===== src/rtl/ctrl_pkg.sv =====
// Shared constants and state encoding for the decode/sequencing stage.
package ctrl_pkg;
  localparam int LUT_DEPTH = 16;
  localparam int LUT_AW    = $clog2(LUT_DEPTH);
  localparam int TGT_W     = 8;
  localparam int CNT_W     = 16;

  localparam logic [2:0] OP_BR      = 3'b110;
  localparam logic [2:0] OP_BRZ     = 3'b111;
  localparam logic [8:0] INSTR_HALT = 9'b101_111111;

  typedef enum logic [1:0] {
    ST_IDLE,
    ST_START,
    ST_RUN,
    ST_HALTED
  } state_t;
endpackage


===== src/rtl/ctrl_decode_if.sv =====
// Bundle between fetch/execute and the decode stage; slave is the decoder side.
interface ctrl_decode_if;
  import ctrl_pkg::*;

  logic              go;
  logic [8:0]        instruction;
  logic              zero_in;
  logic              zero_we;
  logic              lut_we;
  logic [LUT_AW-1:0] lut_addr;
  logic [TGT_W-1:0]  lut_data;

  logic              start;
  logic              halt;
  logic              branch;
  logic [TGT_W-1:0]  target;
  logic              ex_valid;
  logic [2:0]        ex_op;
  logic [5:0]        ex_arg;
  logic              done;
  logic [CNT_W-1:0]  instr_count;

  modport master (
    output go, instruction, zero_in, zero_we, lut_we, lut_addr, lut_data,
    input  start, halt, branch, target, ex_valid, ex_op, ex_arg, done, instr_count
  );

  modport slave (
    input  go, instruction, zero_in, zero_we, lut_we, lut_addr, lut_data,
    output start, halt, branch, target, ex_valid, ex_op, ex_arg, done, instr_count
  );
endinterface


===== src/rtl/branch_lut.sv =====
// Branch-target table: synchronous write, combinational read, async clear.
module branch_lut
  import ctrl_pkg::*;
(
  input  logic              i_clk,
  input  logic              i_rst,
  input  logic              i_we,
  input  logic [LUT_AW-1:0] i_waddr,
  input  logic [TGT_W-1:0]  i_wdata,
  input  logic [LUT_AW-1:0] i_raddr,
  output logic [TGT_W-1:0]  o_rdata
);
  logic [TGT_W-1:0] r_mem [LUT_DEPTH];

  always_ff @(posedge i_clk or posedge i_rst) begin
    if (i_rst) begin
      for (int i = 0; i < LUT_DEPTH; i++) r_mem[i] <= '0;
    end else if (i_we) begin
      r_mem[i_waddr] <= i_wdata;
    end
  end

  // Read sees the pre-write contents during the write cycle.
  assign o_rdata = r_mem[i_raddr];
endmodule


===== src/rtl/ctrl_decode.sv =====
// Decode/sequencing stage: drives fetch controls, resolves branches, forwards ops.
// state     | meaning
// ST_IDLE   | after reset, fetch held, waiting for go
// ST_START  | one cycle, fetch PC <= 0, clears count/done/zero flag
// ST_RUN    | decoding the instruction at the current PC
// ST_HALTED | HALT seen, fetch held, done high, waiting for go
module ctrl_decode
  import ctrl_pkg::*;
(
  input  logic         i_clk,
  input  logic         i_rst,
  ctrl_decode_if.slave io_bus
);
  state_t           r_state, w_next;
  logic             r_zero;
  logic             r_done;
  logic             r_ex_valid;
  logic [2:0]       r_ex_op;
  logic [5:0]       r_ex_arg;
  logic [CNT_W-1:0] r_cnt;

  logic             w_flag;
  logic             w_run;
  logic             w_is_br, w_is_brz, w_is_halt, w_ordinary;
  logic [TGT_W-1:0] w_lut_rdata;
  logic             w_start, w_halt, w_branch;
  logic [TGT_W-1:0] w_target;

  branch_lut u_lut (
    .i_clk   (i_clk),
    .i_rst   (i_rst),
    .i_we    (io_bus.lut_we),
    .i_waddr (io_bus.lut_addr),
    .i_wdata (io_bus.lut_data),
    .i_raddr (io_bus.instruction[LUT_AW-1:0]),
    .o_rdata (w_lut_rdata)
  );

  assign w_run      = (r_state == ST_RUN);
  assign w_is_br    = (io_bus.instruction[8:6] == OP_BR);
  assign w_is_brz   = (io_bus.instruction[8:6] == OP_BRZ);
  assign w_is_halt  = (io_bus.instruction == INSTR_HALT);
  assign w_ordinary = !(w_is_br || w_is_brz || w_is_halt);
  // Same-cycle zero update from execute bypasses the register.
  assign w_flag     = io_bus.zero_we ? io_bus.zero_in : r_zero;

  always_ff @(posedge i_clk or posedge i_rst) begin
    if (i_rst) r_state <= ST_IDLE;
    else       r_state <= w_next;
  end

  always_comb begin
    w_next   = r_state;
    w_start  = 1'b0;
    w_halt   = 1'b0;
    w_branch = 1'b0;
    w_target = '0;
    case (r_state)
      ST_IDLE: begin
        w_halt = 1'b1;
        if (io_bus.go) w_next = ST_START;
      end
      ST_START: begin
        w_start = 1'b1;
        w_next  = ST_RUN;
      end
      ST_RUN: begin
        if (w_is_br || w_is_brz) w_target = w_lut_rdata;
        w_branch = w_is_br || (w_is_brz && w_flag);
        if (w_is_halt) begin
          w_halt = 1'b1;
          w_next = ST_HALTED;
        end
      end
      ST_HALTED: begin
        w_halt = 1'b1;
        if (io_bus.go) w_next = ST_START;
      end
      default: w_next = ST_IDLE;
    endcase
  end

  always_ff @(posedge i_clk or posedge i_rst) begin
    if (i_rst) begin
      r_zero     <= 1'b0;
      r_done     <= 1'b0;
      r_ex_valid <= 1'b0;
      r_ex_op    <= '0;
      r_ex_arg   <= '0;
      r_cnt      <= '0;
    end else begin
      r_ex_valid <= w_run && w_ordinary;
      if (w_run && w_ordinary) begin
        r_ex_op  <= io_bus.instruction[8:6];
        r_ex_arg <= io_bus.instruction[5:0];
      end
      if (r_state == ST_START) begin
        r_zero <= 1'b0;
        r_done <= 1'b0;
        r_cnt  <= '0;
      end else begin
        if (io_bus.zero_we) r_zero <= io_bus.zero_in;
        if (w_run && w_is_halt) r_done <= 1'b1;
        if (w_run && (r_cnt != '1)) r_cnt <= r_cnt + CNT_W'(1);
      end
    end
  end

  assign io_bus.start       = w_start;
  assign io_bus.halt        = w_halt;
  assign io_bus.branch      = w_branch;
  assign io_bus.target      = w_target;
  assign io_bus.ex_valid    = r_ex_valid;
  assign io_bus.ex_op       = r_ex_op;
  assign io_bus.ex_arg      = r_ex_arg;
  assign io_bus.done        = r_done;
  assign io_bus.instr_count = r_cnt;
endmodule

===== src/flat_wrapper.sv =====
// flat-port wrapper written by rule: the top's interface ports become plain ports
module ctrl_decode_flat import ctrl_pkg::*;
  (i_clk, i_rst, io_bus_go, io_bus_instruction, io_bus_zero_in, io_bus_zero_we, io_bus_lut_we, io_bus_lut_addr, io_bus_lut_data, io_bus_start, io_bus_halt, io_bus_branch, io_bus_target, io_bus_ex_valid, io_bus_ex_op, io_bus_ex_arg, io_bus_done, io_bus_instr_count);
  ctrl_decode_if io_bus_i ();
  input  logic i_clk;
  input  logic i_rst;
  input wire logic [$bits(io_bus_i.go)-1:0] io_bus_go;
  input wire logic [$bits(io_bus_i.instruction)-1:0] io_bus_instruction;
  input wire logic [$bits(io_bus_i.zero_in)-1:0] io_bus_zero_in;
  input wire logic [$bits(io_bus_i.zero_we)-1:0] io_bus_zero_we;
  input wire logic [$bits(io_bus_i.lut_we)-1:0] io_bus_lut_we;
  input wire logic [$bits(io_bus_i.lut_addr)-1:0] io_bus_lut_addr;
  input wire logic [$bits(io_bus_i.lut_data)-1:0] io_bus_lut_data;
  output wire logic [$bits(io_bus_i.start)-1:0] io_bus_start;
  output wire logic [$bits(io_bus_i.halt)-1:0] io_bus_halt;
  output wire logic [$bits(io_bus_i.branch)-1:0] io_bus_branch;
  output wire logic [$bits(io_bus_i.target)-1:0] io_bus_target;
  output wire logic [$bits(io_bus_i.ex_valid)-1:0] io_bus_ex_valid;
  output wire logic [$bits(io_bus_i.ex_op)-1:0] io_bus_ex_op;
  output wire logic [$bits(io_bus_i.ex_arg)-1:0] io_bus_ex_arg;
  output wire logic [$bits(io_bus_i.done)-1:0] io_bus_done;
  output wire logic [$bits(io_bus_i.instr_count)-1:0] io_bus_instr_count;
  assign io_bus_i.go = io_bus_go;
  assign io_bus_i.instruction = io_bus_instruction;
  assign io_bus_i.zero_in = io_bus_zero_in;
  assign io_bus_i.zero_we = io_bus_zero_we;
  assign io_bus_i.lut_we = io_bus_lut_we;
  assign io_bus_i.lut_addr = io_bus_lut_addr;
  assign io_bus_i.lut_data = io_bus_lut_data;
  assign io_bus_start = io_bus_i.start;
  assign io_bus_halt = io_bus_i.halt;
  assign io_bus_branch = io_bus_i.branch;
  assign io_bus_target = io_bus_i.target;
  assign io_bus_ex_valid = io_bus_i.ex_valid;
  assign io_bus_ex_op = io_bus_i.ex_op;
  assign io_bus_ex_arg = io_bus_i.ex_arg;
  assign io_bus_done = io_bus_i.done;
  assign io_bus_instr_count = io_bus_i.instr_count;
  ctrl_decode u_core (.i_clk(i_clk), .i_rst(i_rst), .io_bus(io_bus_i));
endmodule

===== config.mk =====
export PLATFORM = sky130hd
export DESIGN_NAME = ctrl_decode_flat
export DESIGN_NICKNAME = d
export VERILOG_FILES = /design/src/rtl/ctrl_pkg.sv /design/src/rtl/ctrl_decode_if.sv /design/src/rtl/branch_lut.sv /design/src/rtl/ctrl_decode.sv /design/src/flat_wrapper.sv
export SDC_FILE = /design/constraint.sdc
export NUM_CORES = 1
export LEC_CHECK = 0
export CORE_ASPECT_RATIO = 0.75
export CORE_MARGIN = 3
export CORE_UTILIZATION = 35
export DETAILED_ROUTE_END_ITERATION = 12
export MAX_ROUTING_LAYER = met4
export SYNTH_ARGS = -nofsm -noshare
export SYNTH_HDL_FRONTEND = slang
export SYNTH_HIERARCHICAL = 1
export SYNTH_SLANG_ARGS = --single-unit

===== constraint.sdc =====
create_clock -name i_clk -period 3.92 [get_ports i_clk]
set_clock_uncertainty 0.15 [all_clocks]
set_input_delay 0.392 -clock i_clk [delete_from_list [all_inputs] [get_ports i_clk]]
set_output_delay 0.392 -clock i_clk [all_outputs]
set_load 0.005 [all_outputs]

* Word level (Yosys, flattened, before mapping)
Index checks and enable logic that the tools add are counted.
Storage, ports and cells: register bits 158, output and inout port bits 38, bits of input ports 27
Cells by class: muxes and demuxes 21, add/sub/neg operators 1, magnitude comparators 3, reductions and logical operators 14, equal/unequal tests 9, bitwise logic cells 2
Operators by type and width (count):
- 128-bit bitwise mux | 1
- 8-bit 2-to-1 mux | 5
- 8-bit binary-select mux with 4-bit select | 1
- 8-bit demux with 4-bit select | 1
- 16-bit 2-to-1 mux | 2
- 16-bit by 1-bit adder with 16-bit output (second input constant) | 1
- 16-bit != test (second input constant) | 1
- 5-bit >= comparator (second input constant) | 2
- 4-bit inverter with 5-bit output | 2
- 9-bit == test (second input constant) | 1
- 1-bit 2-to-1 mux | 7
- 3-bit == test (second input constant) | 2
- 2-bit case mux with 3 select lines | 1
- 1-bit logical AND | 5
- 5-bit by 1-bit less-than comparator with 1-bit output (second input constant) | 1
- 2-bit == test (second input constant) | 2
- 2-bit 2-to-1 mux | 2
- 2-bit nonzero test | 2
- 1-bit logical OR | 3
- 2-bit by 1-bit == test with 1-bit output (second input constant) | 1
- 2-bit logical NOT | 1
- 2-bit by 1-bit != test with 1-bit output (second input constant) | 1
- 2-bit != test (second input constant) | 1
- 1-bit case mux with 2 select lines | 1
- other kinds (3) | 3

* Logic depth before layout (Yosys ltp)
word-level depth 6, mapped depth 7, depth with buffers taken out 6

* Modules after synthesis
The synthesis kept the hierarchy.
Modules (own cells, without submodules):
- branch_lut | times used 1, area each 5908.2 sq um, cells each 367
- ctrl_decode | times used 1, area each 1590.3 sq um, cells each 159

* Least setup slack after synthesis
Ideal clock, no wire load.
path type input to output, from in io_bus_instruction[0], to out io_bus_target[6], stages on the path 6, path buffers 2, path slack 1.773 ns, arrival 1.605 ns, cell sequence buf_2 -> buf_4 -> mux4_2 -> a22oi_1 -> nand2_1 -> and2_1
Between the ends: longest elaborated chain between the ends 6
Ends and longest elaborated chain:
- start: declaration | RTL line flat_wrapper.sv:8 | input wire logic [$bits(io_bus_i.instruction)-1:0] io_bus_instruction;
- 4-bit inverter with 5-bit output (not written as such) | RTL line branch_lut.sv:24 | assign o_rdata = r_mem[i_raddr];
- 8-bit binary-select mux with 4-bit select | RTL line branch_lut.sv:24
- 8-bit 2-to-1 mux (not written as such) (2 in series) | RTL line branch_lut.sv:24
- via u_core.w_lut_rdata[6] | RTL line ctrl_decode.sv:25 | logic [TGT_W-1:0] w_lut_rdata;
- 8-bit 2-to-1 mux | RTL line ctrl_decode.sv:68 | if (w_is_br || w_is_brz) w_target = w_lut_rdata;
- 8-bit 2-to-1 mux | RTL line ctrl_decode.sv:58 | case (r_state)
- end: declaration | RTL line flat_wrapper.sv:17 | output wire logic [$bits(io_bus_i.target)-1:0] io_bus_target;
The timed path passes the listed nets, and every way through them passes these cells. The select of a mux whose other input is x is not followed.

* Worst setup path after layout
from reg u_core.r_state[0], to out io_bus_branch
Between the ends: longest elaborated chain between the ends 2
Ends and longest elaborated chain:
- start: declaration | RTL line ctrl_decode.sv:14 | state_t r_state, w_next;
- start signal: assignment | RTL line ctrl_decode.sv:49 | else r_state <= w_next;
- 2-bit == test | RTL line ctrl_decode.sv:58
- 1-bit 2-to-1 mux | RTL line ctrl_decode.sv:58
- end: declaration | RTL line flat_wrapper.sv:16 | output wire logic [$bits(io_bus_i.branch)-1:0] io_bus_branch;
No other way between the ends.

==> out/metrics.csv <==
metric;value;unit
status;finished, final reports clean;
Total GRT Usage;16.62;%
leading cell type in the layout, fill and taps excluded;dfrtp_1;
CTS H-tree lvls;4;
PD cells;553.5;nW/um^2
setup TNS;0;ns
nets;618;
most frequent cells in the layout;158 x dfrtp_1, 127 x mux2_2, 62 x clkdlybuf4s50_1, 32 x mux4_2, 18 x nand2_1;
Post-Syn Area;7498;um^2
XOR/XNOR Fraction of Synth Area;0.2336;%
final hold violation count;0;
Critical Path AT;2.65;ns
drt initial violations;321;
CTS Hold Bufs;0;
relative slew slack;22.67;%
CTS tree;built;
sequential share of the synthesized area;52.73;%
CTS clk-pin slew, worst paths;0.07;ns
Max clock buf depth;2;
fillcell total;1824;
Max VDD drop;0.3241;mV
grt met2 use;24.82;%
# IOs;65;
Slew Viols, Final;0;
leakage;3.804;nW
worst path required time;3.38;ns
dpl cells;850;
Final period util;81.53;%
Post-Syn Instances;526;
Setup Viol. Count Final;0;
DR pass1 iterations;5;
Port Buffers;64;
DIE AREA;23240;um^2
Compound-Gate Fraction of Synth Area;4.572;%
maximum clock rate;312.9;MHz
total CTS buffers;17;
DP Area;8436;um^2
total number of vias;4776;
Area Overhead vs Synth;21.19;%
M1 GR Usage;23.50;%
proportion of layout cells with a drive suffix above 1;36.94;%
Routed WL per cell;20.69;um
Residual DRC;0;
Initial Utilization;36.39;%
overall die height;132.8;um
number of global-route vias before repair;5041;
Hold Crit Class;in -> async;
Synth Area in Adders;0.5006;%
Post-Syn Nets;556;
#FFs+latches synth;158;
GR peak layer;met2;
GRT overflow;0;
number of vias per cell;5.409;
first-pass GRT wire length;28850;um
non-filler cells, final;883;
die width;175.0;um
post-CTS sizing;0;
Main synth FF type;dfrtp_1;
Max Cap Viol;0;
clock sink count;158;
n_diodes;0;
clock root cell;clkbuf_16;
post-CTS setup repair buffer count;0;
largest net degree at the start of global routing;50;
asr flop ratio synth;100.0;%
Worst-Skew Late Latency;0.42;ns
Ys Warns;6;
WL final;18270;um
Syn Area/Cell;14.26;um^2
cell area after layout;9087;um^2
critical path class;reg -> out;
final core occ;44.10;%
CP endpoint kind;primary output;
dominant combinational cell family by area after synthesis;multiplexers;
Post-synth EDFFs;0;
worst-path maximum fanout;15;
Detail Placement HPWL;12110;um
Synth Area in Simple Gates;9.227;%
post-layout min period;3.196;ns
GP Congestion;0.8154;
post-synthesis mux area share;30.32;%
post-route antenna net violation count;0;
met3 GRT Util;3.901;%
startpoint types;flip-flop;
core box area;20610;um^2
RSZ-0062 raised after global routing;no;
Power Total;0.005030;W
Cell Rows;45;
synth unique cells;56;
Tightest Pin Transition;1.157;ns
initial antenna violation count;1;
## cell type report
class / count / area (um^2) / share of cell area, %
repair buffers: 74 / 763.2 / 8.399
clock buffers: 21 / 470.5 / 5.177
inverters: 7 / 30.03 / 0.3304
multi-input cells: 330 / 3363 / 37.01
well taps: 282 / 352.8 / 3.883
clock inverters: 11 / 153.9 / 1.694
flip-flops and latches: 158 / 3954 / 43.51
## critical path, cell delays in order, from the launching register on
cell and delay [ns]:
dfrtp_1 0.40, inv_1 0.06, ha_1 0.13, buf_4 0.21, and3_1 0.61, a21boi_1 0.28
clkdlybuf4s50_1 0.53
## sequential cells by signal (all words and copies together) (netlist names)
register / cells
u_core/u_lut/r_mem: 128
u_core/io_bus.instr_count: 16
u_core/io_bus.ex_arg: 6
u_core/io_bus.ex_op: 3
u_core/r_state: 2
u_core/io_bus.done: 1
u_core/io_bus.ex_valid: 1
u_core/r_zero: 1
## stage by stage
| stage | setup WS (ns) | hold slack, ns |
|---|---|---|
| 2_1_floorplan | 1.773 | 0.3032 |
| 3_3_place_gp | 0.9150 | 0.3158 |
| 3_5_place_dp | 0.9148 | 0.3238 |
| 4_1_cts | 0.6650 | 0.3383 |
| 5_1_grt | 0.6071 | 0.1862 |
| 6_report | 0.7240 | 0.1625 |
## synth_stat cells, types with 6 or more instances
master    count  area, um^2
dfrtp_1     158        3954
mux2_1       10       112.6
buf_2        10       50.05
nand3_1       8       40.04
nand2_1      18       67.56
nand4_1       7       43.79
and2_1       10       62.56
a21oi_1      13       65.06
clkbuf_1     14       52.55
mux4_2       32       720.7
nor2_1       13       48.80
mux2_2      127        1430
inv_1         7       26.28
nor3_1        6       30.03
a22oi_1      16       120.1
## cells by family (layout without fill, tap and decap cells)
kind of cell / Yosys count / count (layout)
AOI/OAI and AO/OA: 50 / 50
muxes: 170 / 170
xor gates and xnor gates: 2 / 2
and+or+nand+nor: 105 / 105
adders and majority gates: 3 / 3
buffers and inverters: 38 / 113
DFF: 158 / 158
## final timing paths
kind	start	endpoint	slack, ns	depth (start not counted)
hold reg to reg	u_core/io_bus.ex_arg[5]	u_core/io_bus.ex_arg[5]	0.33	1
hold / removal	i_rst	u_core/io_bus.ex_valid	0.16	2
min in group i_clk	u_core/io_bus.ex_arg[5]	u_core/io_bus.ex_arg[5]	0.33	1
setup / recovery	u_core/r_state[0]	io_bus_branch	0.72	6
max in group asynchronous	i_rst	u_core/u_lut/r_mem[65]	2.37	3
setup reg to reg	u_core/io_bus.instr_count[0]	u_core/io_bus.instr_count[11]	1.79	5
## where the power goes
group          internal [W]  total, W  switching, W  leakage (nW)
logic              0.000648   0.00106      0.000417          1.54
registers           0.00201   0.00222      0.000209          1.96
clock network       0.00106   0.00174      0.000682         0.301
## per-layer routing
layer  vias up  part of all wire [%]
li1       2098                     -
met1      2553                    49
met2       114                    46
met3        11                   4.3
met4         0                  0.60
met5         -                     0
No activity file was read; power rests on OpenSTA's default activity.
==> patch 1: new RTL, same settings <==
Encoding of `state_t`: now one-hot (4 bits for 4 states).
--- a/src/rtl/ctrl_pkg.sv
+++ b/src/rtl/ctrl_pkg.sv
@@ -10,9 +10,9 @@
   localparam logic [8:0] INSTR_HALT = 9'b101_111111;
 
-  typedef enum logic [1:0] {
-    ST_IDLE,
-    ST_START,
-    ST_RUN,
-    ST_HALTED
+  typedef enum logic [3:0] {
+    ST_IDLE   = 4'b0001,
+    ST_START  = 4'b0010,
+    ST_RUN    = 4'b0100,
+    ST_HALTED = 4'b1000
   } state_t;
 endpackage
Check against the original RTL: no difference found for any inputs over 4 cycles, from zero or initial values and one cycle with i_rst high; so few cycles prove little.
==> patch 1 against the unedited design <==
Global-route usage hardly changed. Core utilization decreased by 0.35 points. Area after synthesis increased by 1.2%. First-iteration DRC count shrank 7.5%. Sequential cell count up 2. Sequential share of layout area rose by 0.55 points. Design area about the same. Wire length grew 2.0%. Setup slack worse by 0.073 ns. Worst hold slack better by 0.19 ns. Power decreased by 2.9%. Highest routed layer unchanged.
==> patch 1: results <==
export IMPL_avgSynthCellArea_um2=14.26
export IMPL_cts_setup_buffers=0
export IMPL_ys_seq_area_share_pct=52.78
export IMPL_finalWirelength_mm=18.63
export IMPL_intPower_uw=3605
export IMPL_crit_fanout=10
export IMPL_slowest_delay_ns=0.58
export IMPL_place_ws_ns=0.8491
export IMPL_combPwrFrac_pct=19.9
export IMPL_clockRootBuffer="clkbuf_16"
export IMPL_drtAntennaViolNets=0
export IMPL_hold_class="flip-flop to flip-flop"
export IMPL_outcome="complete, no violations"
export IMPL_synth_ff_type="dfrtp_1"
export IMPL_clock_path_buffers=2
export IMPL_nets=620
export IMPL_seqPwrFrac_pct=46.0
export IMPL_post_layout_nonfiller_instances=888
export IMPL_drv_cap=0
export IMPL_dp_cells=855
export IMPL_grt_max_degree=129
export IMPL_synthXorXnorAreaFrac_pct=0.3462
export IMPL_dpl_cell_area_um2=8493
export IMPL_drive_above_1_share_pct=37.69
export IMPL_clock_latency_ns=0.41
export IMPL_critPathTopFamily="simple AND/OR/NAND/NOR gates"
export IMPL_synth_fp_nets=560
export IMPL_synthTopCellsByArea="dfrtp_1, mux2_2, mux4_2"
export IMPL_synth_compound_area_share_pct=4.221
export IMPL_gp_congestion=0.8459
export IMPL_first_iter_violations=297
export IMPL_synth_fa_ha_area_share_pct=0.1649
export IMPL_h_tree_depth=4
export IMPL_peakVddDrop_v=0.0002983
export IMPL_power_leader="registers"
export IMPL_antenna_found_initial=0
export IMPL_slew_headroom_pct=44.28
export IMPL_cts_num_sinks=160
export IMPL_grt_pass1_wl_mm=28.97
export IMPL_dr_pass1_iters=4
export IMPL_cpMaxStageDelayCell="and3_1"
export IMPL_cp_arrival_ns=2.73
export IMPL_synth_commonest_cells="dfrtp_1, mux2_2, mux4_2"
export IMPL_dp_hpwl_mm=12.69
export IMPL_grt_pass1_vias=4912
export IMPL_synth_mux_area_share_pct=30.32
export IMPL_leakage_uw=0.003881
export IMPL_vias=4776
export IMPL_grt_usage_pct=16.60
[patch 1: cell types whose count changed after synthesis, sizes merged, moves of 3 or more]
cell,unedited run,this run
nand2,20,25
o31ai,3,0
a211o,0,5
mux2i,1,6
nand3b,2,5
or3,6,3
nand3,9,18
a21oi,13,6
[patch 1: final cells by class]
type / instances / area (um^2)
Antenna cell: 1 / 2.502
Clock buffer: 18 / 439.2
Clock inverter: 14 / 155.1
Fill cell: 1838 / 11690
Inverter: 7 / 30.03
Multi-Input combinational cell: 333 / 3382
Sequential cell: 160 / 4005
Tap cell: 282 / 352.8
Timing Repair Buffer: 73 / 723.2
[patch 1: path summary, 6_finish.rpt]
kind / startpoint / end / slack (ns) / cells past startpoint
setup / recovery: u_core/r_state[3] / io_bus_target[1] / 0.65 / 5
hold / removal: u_core/u_lut/r_mem[14] / u_core/u_lut/r_mem[14] / 0.35 / 1
setup reg to reg: u_core/io_bus.instr_count[0] / u_core/io_bus.instr_count[11] / 1.32 / 5
hold reg to reg: u_core/u_lut/r_mem[14] / u_core/u_lut/r_mem[14] / 0.35 / 1
max in group asynchronous: i_rst / u_core/io_bus.instr_count[13] / 2.57 / 3
min in group asynchronous: i_rst / u_core/r_state[3] / 0.38 / 2
[patch 1: stage by stage]
step	total power (uW)	hold WS [ns]
after CTS	4950	0.3512
after global placement	3190	0.3136
after detailed placement	3257	0.3368
final	4885	0.3508
after global routing	5121	0.3628
after floorplan	2873	0.3032
[patch 1: per-layer routing]
| layer | GRT usage, % | up-vias | part of all wire (%) |
|---|---|---|---|
| met5 | - | - | 0 |
| met4 | 4.527 | 0 | 1.2 |
| met3 | 3.020 | 15 | 4.4 |
| met2 | 24.79 | 115 | 47 |
| met1 | 23.35 | 2530 | 48 |
| li1 | - | 2116 | - |
==> patch 2: new RTL, same flow settings <==
Without the edit above. Change the package constant `TGT_W` from 8 to 6.
--- a/src/rtl/ctrl_pkg.sv
+++ b/src/rtl/ctrl_pkg.sv
@@ -3,5 +3,5 @@
   localparam int LUT_DEPTH = 16;
   localparam int LUT_AW    = $clog2(LUT_DEPTH);
-  localparam int TGT_W     = 8;
+  localparam int TGT_W     = 6;
   localparam int CNT_W     = 16;
 
Ports: changed (resized io_bus_lut_data and io_bus_target); port bits go from 65 to 61. The function was not compared with the original's and may differ.
==> patch 2 against the unedited design <==
Wire length down 23%. Register-to-register slack worse by 0.47 ns. Setup slack better by 0.082 ns. Power down 12%. Largest power group unchanged. Area after synthesis down 21%. Critical endpoint is now io_bus_target[1]. Synthesized cell count down 17%. Sequential cell count down 32. Worst hold slack better by 0.12 ns. Design area down 18%.
==> patch 2: results <==
export IMPL_multi_input_area_um2=2660
export IMPL_synthArstFlopShare_pct=100.0
export IMPL_via_per_inst=5.350
export IMPL_diodes=0
export IMPL_numPortBuffers=60
export IMPL_wl_met3_um=536
export IMPL_dr_pass1_iters=4
export IMPL_nFillCells=1433
export IMPL_grt_max_degree=40
export IMPL_peakVddDrop_v=0.0002633
export IMPL_inverters=10
export IMPL_synth_distinct_cells=44
export IMPL_seq_area_um2=3153
export IMPL_slowest_delay_ns=0.46
export IMPL_first_iter_violations=278
export IMPL_leakage_uw=0.003090
export IMPL_reg2reg_slack_ns=1.32
export IMPL_nets=524
export IMPL_antenna_found_initial=0
export IMPL_dp_hpwl_mm=9.776
export IMPL_nFlopsAndLatches=126
export IMPL_buf_share_pct=8.691
export IMPL_outcome="complete, no violations"
export IMPL_nMultiInputCombCells=276
export IMPL_drive_above_1_share_pct=34.77
export IMPL_m1WireLength_mm=6.463
export IMPL_ys_seq_area_share_pct=53.01
export IMPL_met3_usage_pct=3.596
export IMPL_grt_usage_pct=16.42
export IMPL_grt_pass1_vias=3917
export IMPL_slew_headroom_pct=19.62
export IMPL_largest_register_ffs=96
export IMPL_synthTopCellsByArea="dfrtp_1, mux2_2, mux4_2"
export IMPL_cts_resized_gates=0
export IMPL_grt_pass1_wl_mm=22.87
export IMPL_route_met2_wl_mm=6.914
export IMPL_h_tree_depth=4
export IMPL_grt_util_met1_pct=22.21
export IMPL_cp_arrival_ns=2.57
export IMPL_gp_congestion=0.8232
export IMPL_synth_commonest_cells="dfrtp_1, mux2_2, mux4_2"
export IMPL_synth_fp_nets=463
export IMPL_buffers_excl_clock=65
export IMPL_crit_fanout=26
export IMPL_final_clk_cell_share_pct=8.994
export IMPL_n_clock_buffer=17
export IMPL_finalWirelength_mm=14.02
export IMPL_use_met2_pct=25.16
export IMPL_cpMaxStageDelayCell="clkdlybuf4s50_1"
patch 2: cell count changes after synthesis, sizes merged, moves of 4 or more:
cell / unedited run / this run
mux4: 32 / 24
a22oi: 16 / 12
nand2b: 1 / 6
dfrtp: 158 / 126
mux2: 137 / 103
or3: 6 / 10
nand2: 20 / 14
a21oi: 13 / 17
buf: 17 / 9
patch 2: stage by stage:
step | total power [uW] | hold slack (ns) | instance area, um^2 | setup WS, ns | std cells
2_1_floorplan | 2318 | 0.3239 | 5948 | 0.8726 | 435
3_3_place_gp | 2643 | 0.3340 | 6760 | 0.8151 | 687
3_5_place_dp | 2685 | 0.3378 | 6760 | 0.8445 | 687
4_1_cts | 4475 | 0.3094 | 7428 | 0.8312 | 719
5_1_grt | 4646 | 0.3490 | 7428 | 0.7338 | 719
6_report | 4425 | 0.2855 | 7428 | 0.8063 | 719
patch 2: power breakdown:
group          switching [uW]  internal, uW  total (uW)
clock network             573          1190        1760
logic                     351           544         895
registers                 161          1600        1770
patch 2: how the worst max path moves through the flow:
stage                            endpoint                   from  slack [ns]
floorplan           u_core/u_lut/r_mem[0]                  i_rst        0.87
CTS                      io_bus_target[4]  io_bus_instruction[1]        0.83
global route             io_bus_target[3]  io_bus_instruction[0]        0.73
detailed placement       io_bus_target[5]  io_bus_instruction[0]        0.84
global placement         io_bus_target[5]  io_bus_instruction[1]        0.82
finish                   io_bus_target[1]  io_bus_instruction[1]        0.81
patch 2: logic make-up after synthesis:
family	share of synthesized area [%]
muxes	29.30
DFF	53.01
and+or+nand+nor	8.813
AOI/OAI and AO/OA	5.827
buffers and inverters	2.272
adders and majority gates	0.6311
xor gates and xnor gates	0.1473
